<file path="src/rtl/byte_download_arbiter_if.sv">
// byte_download_arbiter_if
// Bundles the producer handshake and FIFO read port of byte_download_arbiter.
// slave : seen by the arbiter. master : seen by the producer/reader side.
interface byte_download_arbiter_if #(
  parameter int NUM_CH     = 2,
  parameter int DATA_W     = 8,
  parameter int FIFO_DEPTH = 16
);
  localparam int CH_W  = $clog2(NUM_CH);
  localparam int CNT_W = $clog2(FIFO_DEPTH) + 1;

  logic [NUM_CH-1:0]        ready_i;
  logic [NUM_CH*DATA_W-1:0] curbyte_i;
  logic [NUM_CH-1:0]        chan_en_i;
  logic [NUM_CH-1:0]        ack_o;
  logic                     rd_en_i;
  logic                     rd_valid_o;
  logic [DATA_W-1:0]        rd_data_o;
  logic [CH_W-1:0]          rd_ch_o;
  logic [CNT_W-1:0]         count_o;
  logic                     full_o;

  modport slave (
    input  ready_i, curbyte_i, chan_en_i, rd_en_i,
    output ack_o, rd_valid_o, rd_data_o, rd_ch_o, count_o, full_o
  );

  modport master (
    output ready_i, curbyte_i, chan_en_i, rd_en_i,
    input  ack_o, rd_valid_o, rd_data_o, rd_ch_o, count_o, full_o
  );
endinterface

</file>
<file path="src/rtl/byte_download_arbiter.sv">
// byte_download_arbiter
// N-channel round-robin byte download arbiter. Each producer raises ready with a
// byte; one channel at a time is granted, its byte is pushed as {channel, byte}
// into a show-ahead FIFO and acked with a 4-phase handshake (ack held until the
// producer drops ready). The Nios side drains the FIFO through rd_en_i.
// Optional macro READY_SYNC_EN: ready_i passes a 2-flop synchroniser per channel
// (ready-to-ack latency 3 clocks instead of 1).
//
// state    | meaning
// ---------+------------------------------------------------------------------
// IDLE     | no handshake open; grant next requesting channel if FIFO not full
// WAIT_LOW | byte captured, ack_o[g] high until ready of granted channel drops
module byte_download_arbiter #(
  parameter int NUM_CH     = 2,
  parameter int DATA_W     = 8,
  parameter int FIFO_DEPTH = 16
) (
  input logic                    clk_clk,
  input logic                    reset_reset,
  byte_download_arbiter_if.slave bus
);
  localparam int CH_W  = $clog2(NUM_CH);
  localparam int CNT_W = $clog2(FIFO_DEPTH) + 1;
  localparam int PTR_W = $clog2(FIFO_DEPTH);
  localparam int ENT_W = CH_W + DATA_W;
  localparam logic [CNT_W-1:0] FULL_CNT  = CNT_W'(FIFO_DEPTH);
  localparam logic [CH_W-1:0]  LAST_CH   = CH_W'(NUM_CH - 1);
  localparam logic [NUM_CH-1:0] ONE_HOT0 = {{(NUM_CH-1){1'b0}}, 1'b1};

  typedef enum logic {
    ST_IDLE     = 1'b0,
    ST_WAIT_LOW = 1'b1
  } state_t;

  state_t             state_q;
  logic [NUM_CH-1:0]  ack_q;
  logic [CH_W-1:0]    gnt_q;
  logic [CH_W-1:0]    last_grant_q;

  logic [NUM_CH-1:0]  ready_s;
  logic [NUM_CH-1:0]  req;
  logic [DATA_W-1:0]  ch_byte [NUM_CH];

  logic               hi_found;
  logic               lo_found;
  logic [CH_W-1:0]    hi_idx;
  logic [CH_W-1:0]    lo_idx;
  logic [CH_W-1:0]    grant_idx;

  logic [ENT_W-1:0]   mem_q [FIFO_DEPTH];
  logic [PTR_W-1:0]   wr_ptr_q;
  logic [PTR_W-1:0]   rd_ptr_q;
  logic [CNT_W-1:0]   count_q;
  logic [CNT_W-1:0]   count_d;
  logic [ENT_W-1:0]   head;
  logic               full;
  logic               not_empty;
  logic               push;
  logic               pop;

`ifdef READY_SYNC_EN
  logic [NUM_CH-1:0]  ready_meta_q;
  logic [NUM_CH-1:0]  ready_sync_q;

  // Two-flop synchroniser for producers outside the clk_clk domain
  always_ff @(posedge clk_clk or posedge reset_reset) begin
    if (reset_reset) begin
      ready_meta_q <= '0;
      ready_sync_q <= '0;
    end else begin
      ready_meta_q <= bus.ready_i;
      ready_sync_q <= ready_meta_q;
    end
  end

  assign ready_s = ready_sync_q;
`else
  assign ready_s = bus.ready_i;
`endif

  for (genvar c = 0; c < NUM_CH; c++) begin : g_unpack
    assign ch_byte[c] = bus.curbyte_i[c*DATA_W +: DATA_W];
  end

  assign req = ready_s & bus.chan_en_i;

  // Round-robin pick: lowest requester above last_grant, else lowest overall (wrap)
  always_comb begin
    hi_found = 1'b0;
    lo_found = 1'b0;
    hi_idx   = '0;
    lo_idx   = '0;
    for (int c = NUM_CH - 1; c >= 0; c--) begin
      if (req[c]) begin
        if (CH_W'(c) > last_grant_q) begin
          hi_found = 1'b1;
          hi_idx   = CH_W'(c);
        end else begin
          lo_found = 1'b1;
          lo_idx   = CH_W'(c);
        end
      end
    end
    grant_idx = hi_found ? hi_idx : lo_idx;
  end

  // Full uses the pre-edge occupancy, so a pop in the same cycle never frees a slot for a push
  assign full      = (count_q == FULL_CNT);
  assign not_empty = (count_q != '0);
  assign push      = (state_q == ST_IDLE) && (hi_found || lo_found) && !full;
  assign pop       = bus.rd_en_i && not_empty;

  // Handshake FSM: grant/capture in IDLE, hold ack until the granted ready falls
  always_ff @(posedge clk_clk or posedge reset_reset) begin
    if (reset_reset) begin
      state_q      <= ST_IDLE;
      ack_q        <= '0;
      gnt_q        <= '0;
      last_grant_q <= LAST_CH;
    end else begin
      case (state_q)
        ST_IDLE: begin
          if (push) begin
            gnt_q   <= grant_idx;
            ack_q   <= ONE_HOT0 << grant_idx;
            state_q <= ST_WAIT_LOW;
          end
        end
        ST_WAIT_LOW: begin
          // Enable mask is deliberately ignored here: an open handshake always completes
          if (!ready_s[gnt_q]) begin
            ack_q        <= '0;
            last_grant_q <= gnt_q;
            state_q      <= ST_IDLE;
          end
        end
        default: begin
          ack_q   <= '0;
          state_q <= ST_IDLE;
        end
      endcase
    end
  end

  // FIFO storage; contents need no reset since reads are gated by occupancy
  always_ff @(posedge clk_clk) begin
    if (push) begin
      mem_q[wr_ptr_q] <= {grant_idx, ch_byte[grant_idx]};
    end
  end

  // Occupancy next-state: simultaneous push and pop leaves it unchanged
  always_comb begin
    count_d = count_q;
    case ({push, pop})
      2'b10:   count_d = count_q + CNT_W'(1);
      2'b01:   count_d = count_q - CNT_W'(1);
      default: count_d = count_q;
    endcase
  end

  // FIFO pointers and occupancy; pointers wrap naturally at the power-of-two depth
  always_ff @(posedge clk_clk or posedge reset_reset) begin
    if (reset_reset) begin
      wr_ptr_q <= '0;
      rd_ptr_q <= '0;
      count_q  <= '0;
    end else begin
      if (push) begin
        wr_ptr_q <= wr_ptr_q + PTR_W'(1);
      end
      if (pop) begin
        rd_ptr_q <= rd_ptr_q + PTR_W'(1);
      end
      count_q <= count_d;
    end
  end

  assign head = mem_q[rd_ptr_q];

  assign bus.ack_o      = ack_q;
  assign bus.rd_valid_o = not_empty;
  assign bus.rd_data_o  = not_empty ? head[DATA_W-1:0] : '0;
  assign bus.rd_ch_o    = not_empty ? head[ENT_W-1:DATA_W] : '0;
  assign bus.count_o    = count_q;
  assign bus.full_o     = full;
endmodule

</file>
<file path="src/flat_wrapper.sv">
// flat-port wrapper written by rule: the top's interface ports become plain ports
module byte_download_arbiter_flat 
#(
  parameter int NUM_CH     = 2,
  parameter int DATA_W     = 8,
  parameter int FIFO_DEPTH = 16
)
  (clk_clk, reset_reset, bus_ready_i, bus_curbyte_i, bus_chan_en_i, bus_rd_en_i, bus_ack_o, bus_rd_valid_o, bus_rd_data_o, bus_rd_ch_o, bus_count_o, bus_full_o);
  byte_download_arbiter_if #(.NUM_CH(NUM_CH), .DATA_W(DATA_W), .FIFO_DEPTH(FIFO_DEPTH)) bus_i ();
  input logic clk_clk;
  input logic reset_reset;
  input wire logic [$bits(bus_i.ready_i)-1:0] bus_ready_i;
  input wire logic [$bits(bus_i.curbyte_i)-1:0] bus_curbyte_i;
  input wire logic [$bits(bus_i.chan_en_i)-1:0] bus_chan_en_i;
  input wire logic [$bits(bus_i.rd_en_i)-1:0] bus_rd_en_i;
  output wire logic [$bits(bus_i.ack_o)-1:0] bus_ack_o;
  output wire logic [$bits(bus_i.rd_valid_o)-1:0] bus_rd_valid_o;
  output wire logic [$bits(bus_i.rd_data_o)-1:0] bus_rd_data_o;
  output wire logic [$bits(bus_i.rd_ch_o)-1:0] bus_rd_ch_o;
  output wire logic [$bits(bus_i.count_o)-1:0] bus_count_o;
  output wire logic [$bits(bus_i.full_o)-1:0] bus_full_o;
  assign bus_i.ready_i = bus_ready_i;
  assign bus_i.curbyte_i = bus_curbyte_i;
  assign bus_i.chan_en_i = bus_chan_en_i;
  assign bus_i.rd_en_i = bus_rd_en_i;
  assign bus_ack_o = bus_i.ack_o;
  assign bus_rd_valid_o = bus_i.rd_valid_o;
  assign bus_rd_data_o = bus_i.rd_data_o;
  assign bus_rd_ch_o = bus_i.rd_ch_o;
  assign bus_count_o = bus_i.count_o;
  assign bus_full_o = bus_i.full_o;
  byte_download_arbiter #(.NUM_CH(NUM_CH), .DATA_W(DATA_W), .FIFO_DEPTH(FIFO_DEPTH)) u_core (.clk_clk(clk_clk), .reset_reset(reset_reset), .bus(bus_i));
endmodule
</file>
<file path="config.mk">
export PLATFORM = sky130hd
export DESIGN_NAME = byte_download_arbiter_flat
export DESIGN_NICKNAME = d
export VERILOG_FILES = /design/src/rtl/byte_download_arbiter_if.sv /design/src/rtl/byte_download_arbiter.sv /design/src/flat_wrapper.sv
export SDC_FILE = /design/constraint.sdc
export NUM_CORES = 1
export LEC_CHECK = 0
export CORE_MARGIN = 8
export CORE_UTILIZATION = 55
export CTS_BUF_LIST = sky130_fd_sc_hd__clkbuf_8
export CTS_CLUSTER_SIZE = 28
export DETAILED_ROUTE_END_ITERATION = 8
export GPL_TIMING_DRIVEN = 0
export PLACE_DENSITY = 0.78
export SLEW_MARGIN = 20
export SYNTH_ARGS = -nofsm -noshare
export SYNTH_HDL_FRONTEND = slang
export SYNTH_SLANG_ARGS = --single-unit
</file>
<file path="constraint.sdc">
create_clock -name clk_clk -period 2.6 [get_ports clk_clk]
set_input_delay 0.65 -clock clk_clk [delete_from_list [all_inputs] [get_ports clk_clk]]
set_output_delay 0.65 -clock clk_clk [all_outputs]
set_load 0.02 [all_outputs]
</file>
==> results.json <==
{
  "crit_path_top_delay_cell": "mux4_2",
  "cp_slowest_stage_delay_ps": 530,
  "netlist_area_um2": 6730,
  "yosysUniqueCellTypes": 43,
  "fin_worst_skew_ps": 10.2,
  "ant_nets": 0,
  "p_sw_frac": 0.342,
  "worstSetupPathType": "flip-flop to primary output",
  "fmax_mhz": 358,
  "grtUsageTotal": 0.178,
  "routed_wl_mm": 13.9,
  "wl_per_cell_um": 22.6,
  "slew_viol_final": 0,
  "post-route-period-util": 1.07,
  "grt_pass1_wl_mm": 21.0,
  "cts_tree": "done",
  "cts_buffers": 17,
  "remaining_drc_errors": 0,
  "setup_viol": 9,
  "crit_arrival_ps": 2140,
  "critPathCaptureType": "primary output",
  "yosys_most_used_dff": "edfxtp_1",
  "max-cap-violations": 0,
  "worst_hold_slack_ps": 542,
  "synthCells": 370,
  "final_nets": 487,
  "cts_num_sinks": 162,
  "seq_power_share": 0.383,
  "viasPerCell": 6.05,
  "dp_cells": 559,
  "die_h_um": 127,
  "num_vias": 3720,
  "synth_warnings": 0,
  "ir_drop_mv": 0.598,
  "worst_slack_ps": -192,
  "pin_count": 41,
  "grt_max_degree": 25,
  "overflow": 0,
  "synth_area_per_cell_um2": 18.2,
  "fp.coreArea_um2": 12000,
  "yosysSeqAreaShare": 0.710,
  "clock_power_share": 0.170,
  "rsz0062_at_grt": "yes",
  "drive_gt1_frac": 0.340,
  "firstDrtPassIters": 5,
  "synthesis.nets": 401,
  "synthArstFlopShare": 0.111,
  "internal_power_mw": 5.78,
  "slew_headroom": 0.508,
  "insertion_delay_ps": 430,
  "critPathRequiredTime_ps": 1950,
  "worstPathCellList": "buf_6, buf_12, mux4_2, mux2i_1, o22ai_1, buf_2",
  "critPathMaxFanout": 5,
  "synth_seq_cells": 162,
  "min_path_type": "flip-flop to flip-flop",
  "diodes": 0,
  "die_w_um": 127,
  "root_buffer": "clkbuf_8",
  "syn_to_final_growth_pct": 20.7,
  "layoutNonFillerInstCount": 615,
  "clk_path_buf_depth": 2,
  "violations": "setup timing",
  "cts_htree_levels": 4,
  "worstMarginPinSlew_ps": 737,
  "clkTransAtPathRegs_ps": 80,
  "core.rowCount": 40,
  "drt_iter0_markers": 329,
  "synth-edff-count": 144,
  "place.gp.congestion": 0.795,
  "grt_pass1_vias": 3755,
  "start_kind": "flip-flop",
  "die-area_um2": 16000,
  "place_hpwl_mm": 8.91,
  "pwr_density_cell_nw_per_um2": 1080,
  "initial_core_util": 0.563,
  "leakage_nw": 2.86,
  "outcome": "finished, violations left",
  "period_minus_slack_ps": 2790,
  "hold_violations": 0,
  "power_frac_comb": 0.447,
  "grt_antenna_before_repair": 0,
  "switchingPower_mw": 3.00,
  "port_buffers": 40
}
## registers in the layout, indices dropped and copies added, names as in the netlist
signal and count:
u_core.last_grant_q 1, u_core.gnt_q 1, u_core.wr_ptr_q 4, u_core.bus.ack_o 2, u_core.rd_ptr_q 4, u_core.bus.count_o 5, u_core.mem_q 144, u_core.state_q 1
## metrics by stage
stage	TNS, ps	power (mW)	setup WS (ps)	utilization	instance area [um^2]
2_1_floorplan	0	5.53	0.529	-	6730
3_3_place_gp	-147310	6.47	-877	0.612	7310
6_report	-1190	8.78	-192	0.679	8120
4_1_cts	-1380	8.46	-199	0.663	7930
5_1_grt	-2060	9.16	-308	0.679	8120
3_5_place_dp	-167830	6.58	-811	0.614	7340
## placed cells by master (no fill, tap or decap), drive strengths merged, types with 2 or more instances in the layout
cell | netlist | routed
ha | 8 | 8
nand2 | 39 | 39
nor2b | 2 | 2
edfxtp | 144 | 144
xnor2 | 7 | 7
o22ai | 10 | 10
clkdlybuf4s50 | 0 | 28
nor3 | 4 | 4
clkinvlp | 0 | 4
clkbuf | 2 | 19
buf | 17 | 53
nor2 | 13 | 13
dlygate4sd2 | 0 | 2
o21ai | 9 | 9
mux4 | 36 | 36
clkinv | 1 | 6
a21oi | 3 | 3
xor2 | 5 | 5
mux2 | 2 | 2
mux2i | 19 | 19
dfrtp | 17 | 17
nand2b | 5 | 5
inv | 8 | 13
nand3 | 4 | 4
## critical path: cells and delay by family (launching register included)
family | cells | cell delay (ps)
flip-flops | 1 | 430
multiplexers | 2 | 710
buffers and inverters | 3 | 470
AO/OA/AOI/OAI | 1 | 110
## layout make-up
class | instances | area, um^2
Sequential cell | 162 | 4780
Fill cell | 738 | 3840
Multi-Input combinational cell | 180 | 1960
Timing Repair Buffer | 69 | 657
Clock buffer | 17 | 234
Buffer | 17 | 190
Tap cell | 147 | 184
Clock inverter | 14 | 77.6
Inverter | 9 | 38.8
## cells in the mapped netlist, types with 2 or more instances
master,n,area share
nand2_1,36,0.020
buf_6,3,0.0050
mux2_2,2,0.0033
a21oi_1,3,0.0022
nor2b_1,2,0.0019
nand2_4,3,0.0050
o22ai_1,10,0.0093
buf_1,2,0.0011
buf_4,5,0.0056
dfrtp_1,17,0.063
clkbuf_1,2,0.0011
nor3_1,2,0.0015
xor2_1,5,0.0065
buf_2,6,0.0045
nor2_1,13,0.0073
ha_1,8,0.015
xnor2_1,7,0.0091
edfxtp_1,144,0.64
o21ai_0,9,0.0067
nand3_1,4,0.0030
mux2i_1,19,0.028
mux4_2,35,0.12
nand2b_1,5,0.0046
inv_1,8,0.0045
nor3_2,2,0.0030
## path summary, 6_finish.rpt
kind	from	to	slack, ps	cells after the start
max	u_core.rd_ptr_q[1]	bus_rd_data_o[3]	-190	6
min	u_core.last_grant_q	u_core.last_grant_q	540	2
max reg2reg	u_core.bus.count_o[2]	u_core.bus.count_o[4]	130	13
min reg2reg	u_core.last_grant_q	u_core.last_grant_q	540	2
max in group asynchronous	reset_reset	u_core.rd_ptr_q[0]	1460	2
min in group asynchronous	reset_reset	u_core.bus.count_o[3]	640	2
## kinds of logic after synthesis
group,Yosys count,synth area share
DFF,162,0.710
buffers and inverters,28,0.0245
muxes,57,0.153
AOI/OAI and AO/OA,27,0.0247
xor gates and xnor gates,12,0.0156
adders and majority gates,8,0.0149
and+or+nand+nor,76,0.0578
## power by group through the flow
stage,Sequential (mW),Combinational (mW),Clock (mW)
finish,3.36,3.93,1.49
global route,3.39,4.16,1.61
CTS,3.34,3.62,1.49
detailed placement,3.38,3.19,0
global placement,3.37,3.10,0
floorplan,3.42,2.12,0
## layer usage
layer	wire length (um)	vias up	share of wire	GRT usage
met2	6870	177	0.49	0.284
li1	-	1615	-	-
met1	5750	1905	0.41	0.230
met3	977	23	0.070	0.0469
met4	305	0	0.022	0.0672
met5	0	-	0	0
## repair_timing
item	CTS	global route
cloned	1	0
hold buffers	0	0
pin swaps	6	11
resized for setup	91	29
buffers inserted	11	15
endpoints found under the setup margin	223	144
Note: power is estimated with default switching activity, not from simulation.
